<file path="src/rtl/mem_wb_pipe_pkg.sv">
// Shared widths and helpers for the MEM->WB pipeline register slice.
// The lane-slice macro selects lane i of a packed per-lane bus of width w.
`ifndef MEM_WB_PIPE_PKG_SV
`define MEM_WB_PIPE_PKG_SV

`define MWB_LANE(i, w) (i)*(w) +: (w)

package mem_wb_pipe_pkg;

    localparam int unsigned DATA_W_DEF = 32;
    localparam int unsigned ADDR_W_DEF = 5;
    localparam int unsigned ZERO_REG   = 0;

endpackage

`endif

</file>
<file path="src/rtl/wb_entry_reg.sv">
// One writeback entry (valid plus all fields) with load/clear controls.
// Lane write enables are qualified against the zero register at capture.
module wb_entry_reg
    import mem_wb_pipe_pkg::*;
#(
    parameter int unsigned DATA_W = DATA_W_DEF,
    parameter int unsigned ADDR_W = ADDR_W_DEF,
    parameter int unsigned LANES  = 1
) (
    input  logic                     clk,
    input  logic                     rst,
    input  logic                     clr,
    input  logic                     load,
    input  logic [LANES-1:0]         d_we,
    input  logic [LANES*ADDR_W-1:0]  d_dest,
    input  logic [LANES*DATA_W-1:0]  d_result,
    input  logic                     d_hilo_we,
    input  logic [DATA_W-1:0]        d_hi,
    input  logic [DATA_W-1:0]        d_lo,
    output logic                     q_valid,
    output logic [LANES-1:0]         q_we,
    output logic [LANES*ADDR_W-1:0]  q_dest,
    output logic [LANES*DATA_W-1:0]  q_result,
    output logic                     q_hilo_we,
    output logic [DATA_W-1:0]        q_hi,
    output logic [DATA_W-1:0]        q_lo
);

    logic                    valid_q;
    logic [LANES-1:0]        we_q;
    logic [LANES-1:0]        we_d;
    logic [LANES*ADDR_W-1:0] dest_q;
    logic [LANES*DATA_W-1:0] result_q;
    logic                    hilo_we_q;
    logic [DATA_W-1:0]       hi_q;
    logic [DATA_W-1:0]       lo_q;

    always_comb begin
        we_d = '0;
        for (int unsigned i = 0; i < LANES; i++) begin
            we_d[i] = d_we[i] && (d_dest[`MWB_LANE(i, ADDR_W)] != ADDR_W'(ZERO_REG));
        end
    end

    // Clear drops the enables too, so a killed entry can never write even if
    // a downstream consumer ignores valid; data fields are left stale.
    always_ff @(posedge clk) begin
        if (rst) begin
            valid_q   <= 1'b0;
            we_q      <= '0;
            dest_q    <= '0;
            result_q  <= '0;
            hilo_we_q <= 1'b0;
            hi_q      <= '0;
            lo_q      <= '0;
        end else if (clr) begin
            valid_q   <= 1'b0;
            we_q      <= '0;
            hilo_we_q <= 1'b0;
        end else if (load) begin
            valid_q   <= 1'b1;
            we_q      <= we_d;
            dest_q    <= d_dest;
            result_q  <= d_result;
            hilo_we_q <= d_hilo_we;
            hi_q      <= d_hi;
            lo_q      <= d_lo;
        end
    end

    assign q_valid   = valid_q;
    assign q_we      = we_q;
    assign q_dest    = dest_q;
    assign q_result  = result_q;
    assign q_hilo_we = hilo_we_q;
    assign q_hi      = hi_q;
    assign q_lo      = lo_q;

endmodule

</file>
<file path="src/rtl/mem_wb_pipe.sv">
// MEM->WB pipeline register: LANES writeback lanes plus HI/LO, valid/ready
// handshake with an optional 2-entry skid buffer and synchronous flush.
module mem_wb_pipe
    import mem_wb_pipe_pkg::*;
#(
    parameter int unsigned DATA_W  = DATA_W_DEF,
    parameter int unsigned ADDR_W  = ADDR_W_DEF,
    parameter int unsigned LANES   = 1,
    parameter bit          SKID_EN = 1'b1
) (
    input  logic                     clk,
    input  logic                     rst,
    input  logic                     flush,
    input  logic                     in_valid,
    output logic                     in_ready,
    input  logic [LANES-1:0]         in_we,
    input  logic [LANES*ADDR_W-1:0]  in_dest,
    input  logic [LANES*DATA_W-1:0]  in_result,
    input  logic                     in_hilo_we,
    input  logic [DATA_W-1:0]        in_hi,
    input  logic [DATA_W-1:0]        in_lo,
    output logic                     out_valid,
    input  logic                     out_ready,
    output logic [LANES-1:0]         wb_we,
    output logic [LANES*ADDR_W-1:0]  wb_dest,
    output logic [LANES*DATA_W-1:0]  wb_result,
    output logic                     wb_hilo_we,
    output logic [DATA_W-1:0]        wb_hi,
    output logic [DATA_W-1:0]        wb_lo
);

    logic                    main_valid;
    logic [LANES-1:0]        main_we;
    logic [LANES*ADDR_W-1:0] main_dest;
    logic [LANES*DATA_W-1:0] main_result;
    logic                    main_hilo_we;
    logic [DATA_W-1:0]       main_hi;
    logic [DATA_W-1:0]       main_lo;

    logic                    skid_valid;
    logic [LANES-1:0]        skid_we;
    logic [LANES*ADDR_W-1:0] skid_dest;
    logic [LANES*DATA_W-1:0] skid_result;
    logic                    skid_hilo_we;
    logic [DATA_W-1:0]       skid_hi;
    logic [DATA_W-1:0]       skid_lo;

    logic                    main_load;
    logic                    main_clr;
    logic                    main_from_skid;
    logic                    skid_load;
    logic                    skid_clr;
    logic                    accept;

    logic [LANES-1:0]        main_d_we;
    logic [LANES*ADDR_W-1:0] main_d_dest;
    logic [LANES*DATA_W-1:0] main_d_result;
    logic                    main_d_hilo_we;
    logic [DATA_W-1:0]       main_d_hi;
    logic [DATA_W-1:0]       main_d_lo;

    generate
        if (SKID_EN) begin : g_rdy_skid
            assign in_ready = !skid_valid;
        end else begin : g_rdy_single
            assign in_ready = out_ready || !main_valid;
        end
    endgenerate

    assign accept = in_valid && in_ready;

    // A pending skid entry always drains into main first; in_ready is low
    // whenever skid holds data, so no input can race that move.
    always_comb begin
        main_load      = 1'b0;
        main_clr       = 1'b0;
        main_from_skid = 1'b0;
        skid_load      = 1'b0;
        skid_clr       = 1'b0;
        if (flush) begin
            main_clr = 1'b1;
            skid_clr = 1'b1;
        end else if (skid_valid) begin
            if (out_ready) begin
                main_load      = 1'b1;
                main_from_skid = 1'b1;
                skid_clr       = 1'b1;
            end
        end else if (accept) begin
            if (!main_valid || out_ready) begin
                main_load = 1'b1;
            end else begin
                skid_load = 1'b1;
            end
        end else if (main_valid && out_ready) begin
            main_clr = 1'b1;
        end
    end

    always_comb begin
        if (main_from_skid) begin
            main_d_we      = skid_we;
            main_d_dest    = skid_dest;
            main_d_result  = skid_result;
            main_d_hilo_we = skid_hilo_we;
            main_d_hi      = skid_hi;
            main_d_lo      = skid_lo;
        end else begin
            main_d_we      = in_we;
            main_d_dest    = in_dest;
            main_d_result  = in_result;
            main_d_hilo_we = in_hilo_we;
            main_d_hi      = in_hi;
            main_d_lo      = in_lo;
        end
    end

    wb_entry_reg #(
        .DATA_W (DATA_W),
        .ADDR_W (ADDR_W),
        .LANES  (LANES)
    ) u_main (
        .clk       (clk),
        .rst       (rst),
        .clr       (main_clr),
        .load      (main_load),
        .d_we      (main_d_we),
        .d_dest    (main_d_dest),
        .d_result  (main_d_result),
        .d_hilo_we (main_d_hilo_we),
        .d_hi      (main_d_hi),
        .d_lo      (main_d_lo),
        .q_valid   (main_valid),
        .q_we      (main_we),
        .q_dest    (main_dest),
        .q_result  (main_result),
        .q_hilo_we (main_hilo_we),
        .q_hi      (main_hi),
        .q_lo      (main_lo)
    );

    generate
        if (SKID_EN) begin : g_skid
            wb_entry_reg #(
                .DATA_W (DATA_W),
                .ADDR_W (ADDR_W),
                .LANES  (LANES)
            ) u_skid (
                .clk       (clk),
                .rst       (rst),
                .clr       (skid_clr),
                .load      (skid_load),
                .d_we      (in_we),
                .d_dest    (in_dest),
                .d_result  (in_result),
                .d_hilo_we (in_hilo_we),
                .d_hi      (in_hi),
                .d_lo      (in_lo),
                .q_valid   (skid_valid),
                .q_we      (skid_we),
                .q_dest    (skid_dest),
                .q_result  (skid_result),
                .q_hilo_we (skid_hilo_we),
                .q_hi      (skid_hi),
                .q_lo      (skid_lo)
            );
        end else begin : g_no_skid
            assign skid_valid   = 1'b0;
            assign skid_we      = '0;
            assign skid_dest    = '0;
            assign skid_result  = '0;
            assign skid_hilo_we = 1'b0;
            assign skid_hi      = '0;
            assign skid_lo      = '0;
        end
    endgenerate

    assign out_valid  = main_valid;
    assign wb_we      = main_we & {LANES{main_valid}};
    assign wb_dest    = main_dest;
    assign wb_result  = main_result;
    assign wb_hilo_we = main_hilo_we & main_valid;
    assign wb_hi      = main_hi;
    assign wb_lo      = main_lo;

endmodule

</file>
<file path="config.mk">
export PLATFORM = sky130hd
export DESIGN_NAME = mem_wb_pipe
export DESIGN_NICKNAME = d
export VERILOG_FILES = /design/src/rtl/mem_wb_pipe_pkg.sv /design/src/rtl/wb_entry_reg.sv /design/src/rtl/mem_wb_pipe.sv
export SDC_FILE = /design/constraint.sdc
export NUM_CORES = 1
export LEC_CHECK = 0
export CORE_UTILIZATION = 70
export CTS_BUF_LIST = sky130_fd_sc_hd__clkbuf_4 sky130_fd_sc_hd__clkbuf_8
export CTS_CLUSTER_DIAMETER = 80
export CTS_CLUSTER_SIZE = 10
export DETAILED_ROUTE_END_ITERATION = 16
export DONT_BUFFER_PORTS = 1
export PLACE_DENSITY = 0.87
export SETUP_SLACK_MARGIN = 0.05
export SYNTH_ARGS = -nofsm -noshare
export SYNTH_HDL_FRONTEND = slang
export SYNTH_SLANG_ARGS = --single-unit
</file>
<file path="constraint.sdc">
create_clock -name clk -period 4.5 [get_ports clk]
set_input_delay 0.9 -clock clk [delete_from_list [all_inputs] [get_ports clk]]
set_output_delay 0.9 -clock clk [all_outputs]
set_load 0.03 [all_outputs]
</file>
==> summary.md <==
| Metric | Value |
|---|---|
| Clock share of power | `between 30% and 40%` |
| CP max FO | `104` |
| Largest net degree at the start of global routing | `roughly 200` |
| Routed via count | `6663` |
| MaxCap Viol Count | `0` |
| Worst-Margin Slew | `between 1 and 1.5 ns` |
| Root Driver | `clkbuf_8` |
| Worst-Skew Late Latency | `0.49 ns` |
| Status | `completed` |
| GPL Wtd Cong | `approximately 0.79` |
| CP endpoint | `g_skid.u_skid.q_hi[20]` |
| Worst R2R End | `g_skid.u_skid.q_hi[20]` |
| Setup crit start kind | `register` |
| Final worst slack | `~2.0 ns` |
| Core area | `approximately 11000 um2` |
| Clk_skew | `approximately 0.0045 ns` |
| Post-synth ARST share | `0%` |
| CTS tree | `built` |
| Nets | `roughly 1.1k` |
| Final period utilization | `a little under three fifths` |
| Peak VDD IR | `approximately 0.3 mV` |
| DR WL/cell | `~16 um` |
| Worst Setup SP | `u_main.q_valid` |
| HPWL after DPL | `10400 um` |
| Critical Path Sink Type | `register` |
| Reg2Reg Setup Slack | `2.01 ns` |
| PwrDens | `about 400 nW/um2` |
| Sw frac | `25.3%` |
| Die X | `109 um` |
| Die H | `~110 um` |
| Int Power | `2490 uW` |
| RR Startpoint | `u_main.q_valid` |
| Ys Warns | `0` |
| Max_slew headroom | `23.8%` |
| IO buf count | `0` |
| First-pass GRT wire length | `between 20000 and 30000 um` |
| HP Class | `reg2reg` |
| Vias in the first global route | `about 5.9k` |
| Overflow after GRT | `0` |
| Critical path class | `reg2reg` |
| Final Hold Fails | `0` |
| Post-route cell area | `between 8000 and 9000 um2` |
| Mapped Nets | `1150` |
| Starting Density | `between 70% and 80%` |
| Post-Syn Instances | `1042` |
| Clock Sinks | `208` |
| Initial antenna violation count | `0` |
| Static Leak | `0.00286 uW` |
| Fmax | `401 MHz` |
| Mapped Area | `roughly 8000 um2` |
| Placement Rows | `38` |
| Sequential share of power | `a little over three fifths` |
| Layout cells sized above 1 | `roughly 3.8%` |
| Tot GR Track Use | `28.0%` |
| Clock Pin Slew Worst Setup and Hold Paths | `about 0.07 ns` |
| WL final | `approximately 18000 um` |
| Most frequent cells in the layout | `nand2_1 (411), dfxtp_1 (208), nor2_1 (104), a21oi_1 (104), a311oi_1 (102)` |
| DP Area | `roughly 8000 um2` |
| Required time of the critical path | `~5 ns` |
| Synth unique cells | `22` |
| Diode count | `0` |
| Mean Syn Cell Area | `between 7 and 8 um2` |
| Worst r2r path cells | `4` |
| Top FF cell, synth | `dfxtp_1` |
| DIE AREA | `~12000 um2` |
| TritonCTS buffer count | `24` |
| DP Worst Slack | `~1.7 ns` |
| Setup violators final | `0` |
| Sequential share of the synthesized area | `51.7%` |
| P&R area growth vs syn | `2.97%` |
| Hold_ws | `between 0.4 and 0.5 ns` |
| First-pass DRT Iterations | `5` |
| RSZ-0062 raised after global routing | `no` |
| Min Clock Period, post-route | `2.50 ns` |
| CP Data Arrival Time | `2.87 ns` |
| Final slew viol count | `0` |
| Commonest non-fill, non-tap cell in the layout | `nand2_1` |
| DRT iter0 DRCs | `581` |
| Setup TNS | `0 ns` |
| Gate power share | `under 10%` |
| Vias per std cell | `about 6` |
| Max Buffers Root-to-Sink | `3` |
| IO Count | `213` |
| ANT nets after route | `0` |
| Post CTS Setup Buffer Count | `0` |
| Post-synth EDFFs | `0` |
| Post-cts sizing count | `0` |
| H-tree level count | `1` |
| Switching power total | `845 uW` |
| DRC | `0` |
| CTS hold repair buffers | `0` |
| Yosys reg bits | `208` |
sequential cells by signal, summed over array words and instances (netlist names), 5 cells and up:
signal	cells
u_main.q_result	32
g_skid.u_skid.q_lo	32
g_skid.u_skid.q_dest	5
u_main.q_lo	32
u_main.q_dest	5
u_main.q_hi	32
g_skid.u_skid.q_hi	32
g_skid.u_skid.q_result	32
cell usage after synthesis (2+ instances only):
cell type  count  area, um2
nor2_1       105        394
clkbuf_1      59        221
buf_2         25        125
buf_1          2       7.51
nand2_1      412       1550
or4_1          2       15.0
inv_1          3       11.3
a311oi_1     102        893
o211ai_1       3       22.5
buf_4          5       37.5
a21oi_1      104        521
dfxtp_1      208       4160
and2_1         3       18.8
critical path, cell delays in order, from the launching register on:
cell and delay (ns):
dfxtp_1 0.60, nor4b_1 0.60, nand2_4 0.74, nand2_1 0.28, a21oi_1 0.10
metrics by stage:
stage,utilization (%),cells,power (uW)
floorplan,-,1042,2280
global placement,71.9,1097,2290
detailed placement,71.9,1097,2300
CTS,75.1,1123,3360
global route,75.1,1123,3460
finish,75.1,1123,3340
cell families after synthesis:
group	after synthesis	share of synthesized area [%]
AOI/OAI and AO/OA	215	18.5
and+or+nand+nor	525	24.8
DFF	208	51.7
buffers and inverters	94	5.01
area by class of cell:
class / instances / area, um2
timing repair buffer: 6 / 70.1
fill: 838 / 2740
clock buffer: 26 / 358
tap: 140 / 175
inverter: 3 / 11.3
multi-input combinational: 740 / 3510
sequential: 208 / 4160
worst min path at each step:
stage               cells past startpoint  slack, ns                        end                 startpoint
floorplan                               2       0.43         g_skid.u_skid.q_we         g_skid.u_skid.q_we
global placement                        2       0.44  g_skid.u_skid.q_result[0]  g_skid.u_skid.q_result[0]
detailed placement                      2       0.44     g_skid.u_skid.q_lo[14]     g_skid.u_skid.q_lo[14]
CTS                                     2       0.45     g_skid.u_skid.q_lo[14]     g_skid.u_skid.q_lo[14]
global route                            1       0.46            u_main.q_lo[31]                        rst
finish                                  2       0.45     g_skid.u_skid.q_hi[31]     g_skid.u_skid.q_hi[31]
power groups by stage:
stage / registers [uW] / logic [uW] / clock network (uW)
3_5_place_dp: 2140 / 161 / 0
3_3_place_gp: 2140 / 154 / 0
5_1_grt: 2110 / 183 / 1170
6_report: 2100 / 159 / 1080
4_1_cts: 2100 / 161 / 1110
2_1_floorplan: 2120 / 166 / 0
routing by layer:
layer  part of all wire (%)  GRT usage, %
met5                      0             0
met4                    3.2          11.8
met3                     10          8.55
met2                     48          47.2
met1                     39          33.1
No activity file was read; power rests on OpenSTA's default activity.
